===== config.mk =====
export PLATFORM = sky130hd
export DESIGN_NAME = alu_rs_bank
export DESIGN_NICKNAME = d
export VERILOG_FILES = /design/src/rtl/alu_rs_bank.sv
export SDC_FILE = /design/constraint.sdc
export NUM_CORES = 1
export LEC_CHECK = 0
export BUFFER_PORTS_ARGS = -buffer_cell sky130_fd_sc_hd__buf_4
export CAP_MARGIN = 20
export CELL_PAD_IN_SITES_DETAIL_PLACEMENT = 1
export CELL_PAD_IN_SITES_GLOBAL_PLACEMENT = 2
export CORE_MARGIN = 2
export CORE_UTILIZATION = 40
export CTS_CLUSTER_DIAMETER = 60
export DETAILED_ROUTE_END_ITERATION = 7
export HOLD_SLACK_MARGIN = 0.02
export PLACE_DENSITY = 0.95
export SKIP_CTS_REPAIR_TIMING = 1
export SLEW_MARGIN = 20
export SYNTH_ARGS = -nofsm -noshare
export SYNTH_HDL_FRONTEND = slang
export SYNTH_SLANG_ARGS = --single-unit
export TNS_END_PERCENT = 1

===== constraint.sdc =====
create_clock -name clk -period 18.3 [get_ports clk]
set_input_delay 1.83 -clock clk [delete_from_list [all_inputs] [get_ports clk]]
set_output_delay 1.83 -clock clk [all_outputs]
set_load 0.005 [all_outputs]

===== src/rtl/alu_rs_bank.sv =====
// ALU reservation station bank: buffers issued ALU ops, snoops the CDB for
// missing operands, dispatches the oldest ready op through the ALU and holds
// the result until the CDB arbiter grants it.
module alu_rs_bank #(
    parameter int ENTRIES = 4,
    parameter int DATA_W  = 16,
    parameter int TAG_W   = 3
) (
    input  logic              clk,
    input  logic              reset,
    input  logic              flush,
    input  logic              issue_valid,
    input  logic [3:0]        issue_op,
    input  logic [DATA_W-1:0] issue_Vj,
    input  logic [DATA_W-1:0] issue_Vk,
    input  logic              issue_Rj,
    input  logic              issue_Rk,
    input  logic [TAG_W-1:0]  issue_Qj,
    input  logic [TAG_W-1:0]  issue_Qk,
    input  logic [TAG_W-1:0]  issue_dest,
    output logic              full,
    input  logic              cdb_valid,
    input  logic [TAG_W-1:0]  cdb_tag,
    input  logic [DATA_W-1:0] cdb_data,
    output logic              out_valid,
    output logic [TAG_W-1:0]  out_tag,
    output logic [DATA_W-1:0] out_data,
    input  logic              out_grant
);
    localparam logic [3:0] OP_AND = 4'b0101;
    localparam logic [3:0] OP_NOT = 4'b1001;
    localparam logic [3:0] OP_SHF = 4'b1101;

    logic [ENTRIES-1:0]             busy_q, busy_d, rj_q, rj_d, rk_q, rk_d;
    logic [ENTRIES-1:0][3:0]        op_q, op_d;
    logic [ENTRIES-1:0][DATA_W-1:0] vj_q, vj_d, vk_q, vk_d;
    logic [ENTRIES-1:0][TAG_W-1:0]  qj_q, qj_d, qk_q, qk_d, dest_q, dest_d;
    // age_q[i][j] = 1 means entry i was allocated before entry j
    logic [ENTRIES-1:0][ENTRIES-1:0] age_q, age_d;
    logic                           out_valid_q, out_valid_d;
    logic [TAG_W-1:0]               out_tag_q, out_tag_d;
    logic [DATA_W-1:0]              out_data_q, out_data_d;

    logic [ENTRIES-1:0] ready, sel_oh, disp_oh, free, alloc_oh;
    logic               disp_en, do_issue, alloc_found;
    logic [3:0]         sel_op;
    logic [DATA_W-1:0]  sel_vj, sel_vk, alu_res;
    logic [TAG_W-1:0]   sel_dest;
    logic [3:0]         shamt;

    assign full      = &busy_q;
    assign out_valid = out_valid_q;
    assign out_tag   = out_tag_q;
    assign out_data  = out_data_q;

    // Oldest-ready select, operand mux, ALU and lowest-free allocation
    always_comb begin
        ready    = busy_q & rj_q & rk_q;
        sel_oh   = '0;
        sel_op   = '0;
        sel_vj   = '0;
        sel_vk   = '0;
        sel_dest = '0;
        for (int i = 0; i < ENTRIES; i++) begin
            sel_oh[i] = ready[i];
            for (int j = 0; j < ENTRIES; j++)
                if (j != i && ready[j] && age_q[j][i]) sel_oh[i] = 1'b0;
            sel_op   = sel_op   | ({4{sel_oh[i]}} & op_q[i]);
            sel_vj   = sel_vj   | ({DATA_W{sel_oh[i]}} & vj_q[i]);
            sel_vk   = sel_vk   | ({DATA_W{sel_oh[i]}} & vk_q[i]);
            sel_dest = sel_dest | ({TAG_W{sel_oh[i]}} & dest_q[i]);
        end
        disp_en = (!out_valid_q || out_grant) && (|ready);
        disp_oh = disp_en ? sel_oh : '0;

        shamt = sel_vk[3:0];
        case (sel_op)
            OP_AND:  alu_res = sel_vj & sel_vk;
            OP_NOT:  alu_res = ~sel_vj;
            OP_SHF: begin
                if (!sel_vk[4])      alu_res = sel_vj << shamt;
                else if (!sel_vk[5]) alu_res = sel_vj >> shamt;
                else                 alu_res = DATA_W'($signed(sel_vj) >>> shamt);
            end
            default: alu_res = sel_vj + sel_vk;
        endcase

        // a slot freed by this edge's dispatch is reusable at the same edge
        free        = ~busy_q | disp_oh;
        alloc_oh    = '0;
        alloc_found = 1'b0;
        for (int i = 0; i < ENTRIES; i++)
            if (free[i] && !alloc_found) begin
                alloc_oh[i] = 1'b1;
                alloc_found = 1'b1;
            end
        do_issue = issue_valid && !full;
    end

    // Next state: dispatch free, CDB wakeup, issue write with bypass, output reg
    always_comb begin
        busy_d = busy_q & ~disp_oh;
        rj_d = rj_q; rk_d = rk_q; op_d = op_q;
        vj_d = vj_q; vk_d = vk_q; qj_d = qj_q; qk_d = qk_q;
        dest_d = dest_q; age_d = age_q;
        out_valid_d = out_valid_q;
        out_tag_d   = out_tag_q;
        out_data_d  = out_data_q;

        for (int i = 0; i < ENTRIES; i++) begin
            if (busy_q[i] && !rj_q[i] && cdb_valid && qj_q[i] == cdb_tag) begin
                vj_d[i] = cdb_data;
                rj_d[i] = 1'b1;
            end
            if (busy_q[i] && !rk_q[i] && cdb_valid && qk_q[i] == cdb_tag) begin
                vk_d[i] = cdb_data;
                rk_d[i] = 1'b1;
            end
            if (do_issue && alloc_oh[i]) begin
                busy_d[i] = 1'b1;
                op_d[i]   = issue_op;
                qj_d[i]   = issue_Qj;
                qk_d[i]   = issue_Qk;
                dest_d[i] = issue_dest;
                rj_d[i]   = issue_Rj || (cdb_valid && issue_Qj == cdb_tag);
                rk_d[i]   = issue_Rk || (cdb_valid && issue_Qk == cdb_tag);
                vj_d[i]   = issue_Rj ? issue_Vj : cdb_data;
                vk_d[i]   = issue_Rk ? issue_Vk : cdb_data;
                // new entry is younger than everyone else
                age_d[i]  = '0;
                for (int j = 0; j < ENTRIES; j++)
                    if (j != i) age_d[j][i] = 1'b1;
            end
        end

        if (disp_en) begin
            out_valid_d = 1'b1;
            out_tag_d   = sel_dest;
            out_data_d  = alu_res;
        end else if (out_grant) begin
            out_valid_d = 1'b0;
        end

        if (flush) begin
            busy_d      = '0;
            out_valid_d = 1'b0;
            out_tag_d   = '0;
            out_data_d  = '0;
        end
    end

    // State registers
    always_ff @(posedge clk or posedge reset) begin
        if (reset) begin
            busy_q <= '0; rj_q <= '0; rk_q <= '0; op_q <= '0;
            vj_q <= '0; vk_q <= '0; qj_q <= '0; qk_q <= '0;
            dest_q <= '0; age_q <= '0;
            out_valid_q <= 1'b0; out_tag_q <= '0; out_data_q <= '0;
        end else begin
            busy_q <= busy_d; rj_q <= rj_d; rk_q <= rk_d; op_q <= op_d;
            vj_q <= vj_d; vk_q <= vk_d; qj_q <= qj_d; qk_q <= qk_d;
            dest_q <= dest_d; age_q <= age_d;
            out_valid_q <= out_valid_d; out_tag_q <= out_tag_d; out_data_q <= out_data_d;
        end
    end
endmodule

Word-level counts from Yosys, hierarchy flattened --
Cells that the tools add are included.
Cells by class: add/sub/neg operators 1, equality and inequality tests 13, shifts and indexed selects 3, multiplexer cells 80, bitwise operators 36, reductions and logical operators 81
Operator list (number):
- 16-bit 2-to-1 mux | 22
- 16-bit AND | 9
- 16-bit OR | 6
- 1-bit 2-to-1 mux | 49
- 16-bit one-hot mux with 3 select lines | 1
- 1-bit logical AND | 47
- 3-bit equality test | 10
- 2-bit nonzero test | 15
- 4-bit AND | 7
- 4-bit 2-to-1 mux | 5
- 16-bit adder | 1
- 16-bit inverter | 1
- 4-bit OR | 4
- 16-bit by 4-bit << shifter with 16-bit output | 1
- 16-bit by 4-bit >> shifter with 16-bit output | 1
- 16-bit by 4-bit >>> shifter with 16-bit output | 1
- 1-bit zero test | 13
- 3-bit AND | 4
- 3-bit OR | 3
- 4-bit equality test (second input constant) | 2
- 4-bit inverter | 2
- 3-bit 2-to-1 mux | 2
- 5-bit 2-to-1 mux | 1
- 4-bit by 3-bit equality test with 1-bit output (second input constant) | 1
- 4 further kinds | 6
Word-level totals: bits in registers 224, input bits 72, output and inout port bits 21, word-level logic and storage cells 262

Depth between registers and ports, before layout --
Gate-level depths: netlist of run 1.
depth in word-level cells 21, mapped depth 20

Least setup slack after synthesis of run 1 --
OpenSTA, ideal clock, no wires.
path kind register -> register, from register busy_q[2], to register out_data_q[14] (netlist: out_data[14]), arrival time 3.743 ns, required time 18.224 ns, setup slack 14.481 ns, stages on the path, launching flop included 19, buffers on the path 3, cells stage by stage dfrtp_1 > and3_1 > and4_1 > buf_4 > a22oi_1 > and3_1 > inv_1 > buf_2 > clkbuf_1 > ha_1 > nor2b_1 > o31ai_1 > a21oi_1 > a41o_1 > o41a_1 > xor2_1 > o22ai_1 > or3_1 > o21ai_1
Between the ends: longest elaborated chain between the ends 15
RTL lines:
- start: declaration | RTL line 34 | logic [ENTRIES-1:0] busy_q, busy_d, rj_q, rj_d, rk_q, rk_d;
- start signal: assignment | RTL line 160 | busy_q <= busy_d; rj_q <= rj_d; rk_q <= rk_d; op_q <= op_d;
- 4-bit AND (*) (2 in series) | RTL line 58 | ready = busy_q & rj_q & rk_q;
- branches (longest 13 deep; another with 16-bit adder)
- end signal: assignment | RTL line 163 | out_valid_q <= out_valid_d; out_tag_q <= out_tag_d; out_data_q <= out_data_d;
- end: declaration | RTL line 42 | logic [DATA_W-1:0] out_data_q, out_data_d;
Mark *: on every way between the ends. The select of a mux whose other input is x is not followed. A chain may end at the register's enable or synchronous reset.

Worst setup path in the final report of run 1 --
Same ends and word-level chain as after synthesis.

==> run metrics, run 1 <==
status=finished, final reports clean; relative slew slack=24.3%; DIE WIDTH=185 um; FMAX=197 MHz; Worst VDD drop=0.0990 mV; crit path kind=flip-flop to flip-flop; CP top delay family=compound AO/OA/AOI/OAI gates; Worst path max stage delay=0.60 ns; Worst Max-Slew Pin Slew=1.14 ns; Cell Rows=66; Total GRT Usage=29.8%; pre-CTS setup slack=12.98 ns; CP max FO=39; CTS tree=done; critical path cell sequence=and3_1 > and4_1 > buf_4 > nand2_1 > and4_1 > buf_4 > clkinv_1 > ha_1 > o31ai_1 > a21oi_1 > a41o_1 > o41a_1 > xor2_1 > o22ai_1 > or3_1 > o21ai_1; Switching Power=0.000510 W; largest net degree at the start of global routing=103; clk buf depth=3; initial antenna violation count=0; via density per instance=6.26; TritonRoute pass-1 iters=8; most common cell in the netlist=nor2_1; largest cells by area after synthesis=dfrtp_1, nor2_1, nand2_1, o22ai_1, mux2i_1; internal power=0.00102 W; share of layout cells above drive strength 1=12.4%; # diodes=0; Synth area leader=dfrtp_1; CTS clk-pin slew, worst paths=0.06 ns; Buf/Inv on CP=3; number of synthesized register bits=224; Vias=13.0k; hold crit path type=flip-flop to flip-flop; Post-Syn Area=13100 um^2; post-DP HPWL=33800 um; crit share post-route=27.8%; Post-DRT Antenna Nets=0; Pwr Density=103 nW/um^2; number of max-cap violations=0; Post-synth ARST share=100%; Area Overhead vs Synth=13.3%; critical path depth in cells=16; Setup TNS Final=0 ns; number of setup violations in the final report=0; top cells by count, synth=nor2_1, nand2_1, dfrtp_1; final core utilization=45.8%; Setup Skew=0.0122 ns; hold depth=2; total core area=32400 um^2; wire per inst=24.2 um; EDFF count, synth=0; Flop pwr share=42.4%; leakage power=6.75 nW; I/O pin cnt=93; Syn Inst Count=1586; Req. time, crit path=18.78 ns; post-synthesis cell type count=75; Post-Layout Cell Count=2075; Worst Setup End Kind=flip-flop; Ys Warns=0; Net Sw Frac=33.3%; Slew Limit Fails=0; register area share after synthesis=42.8%; Crit path arrival time=5.56 ns; syn avg cell area=8.26 um^2; crit path launch type=flip-flop; fill count=3872; setup ws final=13.22 ns; I/O Buffers=92; TritonCTS Buffers=28; post-synth top area share=42.8%; drt drc=0; Clock power frac=36.1%; clock root cell=clkbuf_16; vias in the first global route=13.7k; Register Area=5610 um^2; # clock sinks=224; Combinational Power Share=21.6%; Starting Density=40.5%; main flop type after synthesis=dfrtp_1; Final Critical Period=5.08 ns; RePlAce Congestion=0.937; First DRT Iteration DRCs=1453; H-Tree Depth=1; FF-to-FF path depth=16; WL final=50300 um; RSZ-0062 raised after global routing=no; Power, Total=0.00153 W; placed insts=2025; Multi-input gate area=6860 um^2; Final nets=1703; die area=34200 um^2; global-route wire length before repair=79300 um; Skew-Pair Late Insertion Delay=0.56 ns; CP max stage cell=clkinv_1; Die H=185 um; gr ovfl total=0; final hold violations=0; Post-Syn Nets=1676
cell type report:
| class | instances | area share [%] |
|---|---|---|
| multi-input cells | 1230 | 46.3 |
| clock inverters | 17 | 0.953 |
| clock buffers | 33 | 5.19 |
| well taps | 442 | 3.73 |
| inverters | 20 | 0.557 |
| repair buffers | 109 | 5.54 |
| flip-flops and latches | 224 | 37.8 |
final timing paths:
kind	slack, ns	end	startpoint
hold reg to reg	0.47	op_q[15]	op_q[15]
hold / removal	0.47	op_q[15]	op_q[15]
setup reg to reg	13.22	out_data[14]	busy_q[2]
setup / recovery	13.22	out_data[14]	busy_q[2]
min in group asynchronous	1.35	qk_q[2]	reset
max in group asynchronous	15.57	vk_q[13]	reset
registers in the layout, indices dropped and copies added, names as in the netlist:
| signal | flops |
|---|---|
| dest_q | 12 |
| vj_q | 64 |
| vk_q | 64 |
| out_tag | 3 |
| op_q | 16 |
| out_valid | 1 |
| qj_q | 12 |
| qk_q | 12 |
| busy_q | 4 |
| age_q | 12 |
| rj_q | 4 |
| rk_q | 4 |
| out_data | 16 |
cells in the final DEF, fill, tap and decap left out, types with 13 or more instances in the layout:
master     count
o22ai_1      135
inv_1         15
nor3_1        20
nand3_1       34
clkbuf_16     29
xnor2_1       30
xor2_1        13
a21oi_1       43
nand2_1      307
nor2_1       312
nand4_1       17
a22oi_1       19
dfrtp_1      224
ha_1          17
a31oi_1       15
a222oi_1      20
buf_4        108
mux2i_1       39
o21ai_0       32
mux2_2        20
layer usage:
layer / global-route usage (%) / up-vias / part of all wire [%]
li1: - / 5686 / -
met1: 40.5 / 6636 / 43
met2: 48.3 / 569 / 46
met3: 4.31 / 103 / 7.2
met4: 10.9 / 0 / 3.3
met5: 0 / - / 0
tightest hold or removal path, stage by stage, from the launching register on:
cell	delay (ns)
dfrtp_1	0.34
nand2_1	0.05
nand2_1	0.05
metrics by stage:
step	hold WS (ns)	cell area [um^2]
2_1_floorplan	0.445	13100
3_3_place_gp	0.456	13900
3_5_place_dp	0.463	13900
4_1_cts	0.479	14800
5_1_grt	0.500	14800
6_report	0.475	14800
kinds of logic (layout without fill, tap and decap cells):
family,after synthesis,count (layout),share of synthesized area (%)
and+or+nand+nor,753,753,24.1
AOI/OAI and AO/OA,354,354,18.5
DFF,224,224,42.8
buffers and inverters,132,179,4.88
muxes,62,62,5.04
xor gates and xnor gates,43,43,2.87
adders and majority gates,18,18,1.78
power groups by stage:
stage	Clock (W)	Sequential (W)	Combinational, W
3_3_place_gp	0	0.000650	0.000311
2_1_floorplan	0	0.000634	0.000222
5_1_grt	0.000579	0.000658	0.000362
6_report	0.000553	0.000650	0.000331
4_1_cts	0.000563	0.000647	0.000326
3_5_place_dp	0	0.000653	0.000324
No activity file was read; power rests on OpenSTA's default activity.
==> run 2, diff against run 1 <==
- CORE_UTILIZATION: 40 -> 37
- PLACE_DENSITY: 0.95 -> 0.9
- clock period: 18.3 -> 5.2 ns (I/O delays scaled with it)
==> run 2 against run 1 <==
Against the previous run:
- utilization fell by 2.4 points
- combinational power rose to 3.6 times the previous value
- clock-buffer cell count increased by 8
- flip-flop and latch count unchanged
- critical path depth increased by 1
- power grew to 3.6 times the previous value
- critical path type unchanged
==> run metrics, run 2 (synthesis gave the netlist of run 1 again) <==
status=finished, final reports clean; leakage power=6.88 nW (+1.8%); I/O Buffers=92 (unchanged); Worst path max stage delay=0.85 ns (+0.25 ns); final hold violations=0 (unchanged); WL final=51700 um (+2.9%); initial antenna violation count=0 (unchanged); Req. time, crit path=5.68 ns (-13.10 ns); critical path cell sequence=and3_4 > and4_1 > buf_4 > nand2_1 > nand2_1 > ha_1 > inv_1 > fa_1 > nor2b_1 > o31ai_1 > a21oi_1 > a41o_1 > o41a_1 > xor2_1 > o22ai_1 > or3_1 > o21ai_1; final core utilization=43.4% (-2.4 points); CP Launch Point=busy_q[3]; Worst Setup EP=out_data[14]; Area Overhead vs Synth=15.1%; Skew-Pair Late Insertion Delay=0.58 ns (+0.02 ns); drt drc=0 (unchanged); crit path launch type=flip-flop; pre-CTS setup slack=0.646 ns (-12.34 ns); total core area=34700 um^2 (+7.2%); Largest regs=vj_q: 64 flops, vk_q: 64 flops; setup ws final=0.561 ns (-12.66 ns); Crit path arrival time=5.12 ns (-0.44 ns); Starting Density=37.7% (-2.7 points); share of layout cells above drive strength 1=13.0% (+0.67 points); CP max stage cell=and4_1; TritonCTS Buffers=30 (+7.1%); RePlAce Congestion=0.966 (+3.1%); post-DP HPWL=36000 um (+6.5%); vias in the first global route=13.5k (-1.1%); Die H=192 um (+3.9%); relative slew slack=33.1% (+8.8 points); FF-to-FF path depth=17 (+1); Vias=13.0k (-0.015%); H-Tree Depth=1 (unchanged); wire per inst=24.5 um (+1.1%); Post-DRT Antenna Nets=0 (unchanged); Worst VDD drop=0.262 mV (+160%); crit path kind=flip-flop to flip-flop; First DRT Iteration DRCs=1280 (-12%); global-route wire length before repair=80800 um (+2.0%); Final Critical Period=4.64 ns (-0.441 ns); Pwr Density=366 nW/um^2 (+250%); CP dominant cell by count=nand2_1; Hold Slack=0.173 ns (-0.302 ns); Final nets=1727 (+1.4%); # clock sinks=224 (unchanged); CP max FO=20 (-49%); Setup Skew=0.0143 ns (+0.00212 ns); die area=36900 um^2 (+7.9%); clock root cell=clkbuf_16; # diodes=0 (unchanged); Worst Max-Slew Pin Slew=1.00 ns (-0.133 ns); Worst Setup End Kind=flip-flop; I/O pin cnt=93 (unchanged); via density per instance=6.15 (-1.8%); commonest cells after routing, fill and taps aside=nor2_1, nand2_1, dfrtp_1; number of max-cap violations=0 (unchanged); CTS tree=done; Setup TNS Final=0 ns (unchanged); gr ovfl total=0 (unchanged); crit share post-route=89.2% (+61 points); TritonRoute pass-1 iters=8 (unchanged); clk buf depth=3 (unchanged); hold crit path type=input port to flip-flop; RSZ-0062 raised after global routing=no; Cell Rows=68 (+3.0%); Total GRT Usage=28.4% (-1.4 points); Slew Limit Fails=0 (unchanged); number of setup violations in the final report=0 (unchanged); commonest non-fill, non-tap cell in the layout=nor2_1; CTS clk-pin slew, worst paths=0.06 ns (about the same); DIE WIDTH=192 um (+3.9%); largest net degree at the start of global routing=118 (+15%); FMAX=216 MHz (+9.5%); R2R Path End=out_data[14]; worst reg2reg setup slack=0.56 ns (-12.66 ns); Reg-to-Reg Start=busy_q[3]
-- run 2: power by group --
part	total, W	switching (W)	internal [W]
Clock	0.00204	0.000818	0.00122
Combinational	0.00118	0.000746	0.000438
Sequential	0.00229	0.000231	0.00206
Total	0.00552	0.00180	0.00372
-- run 2: how the worst min path moves through the flow --
stage                           start        to  slack (ns)  depth (start not counted)
final                     issue_op[0]  op_q[12]        0.17                          3
after global routing      issue_op[0]  op_q[12]        0.18                          3
after CTS                       reset   qj_q[4]       -0.10                          2
after detailed placement     op_q[15]  op_q[15]        0.47                          2
after global placement        op_q[2]   op_q[2]        0.46                          2
after floorplan               op_q[1]   op_q[1]        0.44                          2
-- run 2: area by class of cell --
class                   instances  area (um^2)
well taps                     455          569
inverters                      20         78.8
flip-flops and latches        224         5610
repair buffers                131          998
multi-input cells            1230         6860
clock inverters                11          131
fillers                      4176        19600
clock buffers                  41          833
-- run 2: metal layers --
| layer | GRT usage, % | part of all wire [%] | up-vias |
|---|---|---|---|
| met4 | 9.75 | 3.7 | 0 |
| met3 | 3.64 | 6.5 | 110 |
| met2 | 46.8 | 47 | 539 |
| met5 | 0 | 0 | - |
| li1 | - | - | 5720 |
| met1 | 38.4 | 43 | 6623 |
-- run 2: worst max-delay path: cells and delay by family, from the launching register on --
family,cells,cell delay [ns]
and+or+nand+nor,6,1.83
AOI/OAI and AO/OA,6,0.97
adders and majority gates,2,0.71
DFF,1,0.44
buffers and inverters,2,0.41
xor gates and xnor gates,1,0.17
-- run 2: through the flow --
stage	cell area [um^2]	std cells	power (W)
after floorplan	13100	1586	0.00301
after global placement	14100	2059	0.00342
after detailed placement	14100	2059	0.00347
after CTS	15100	2111	0.00553
after global routing	15100	2112	0.00576
final	15100	2112	0.00552
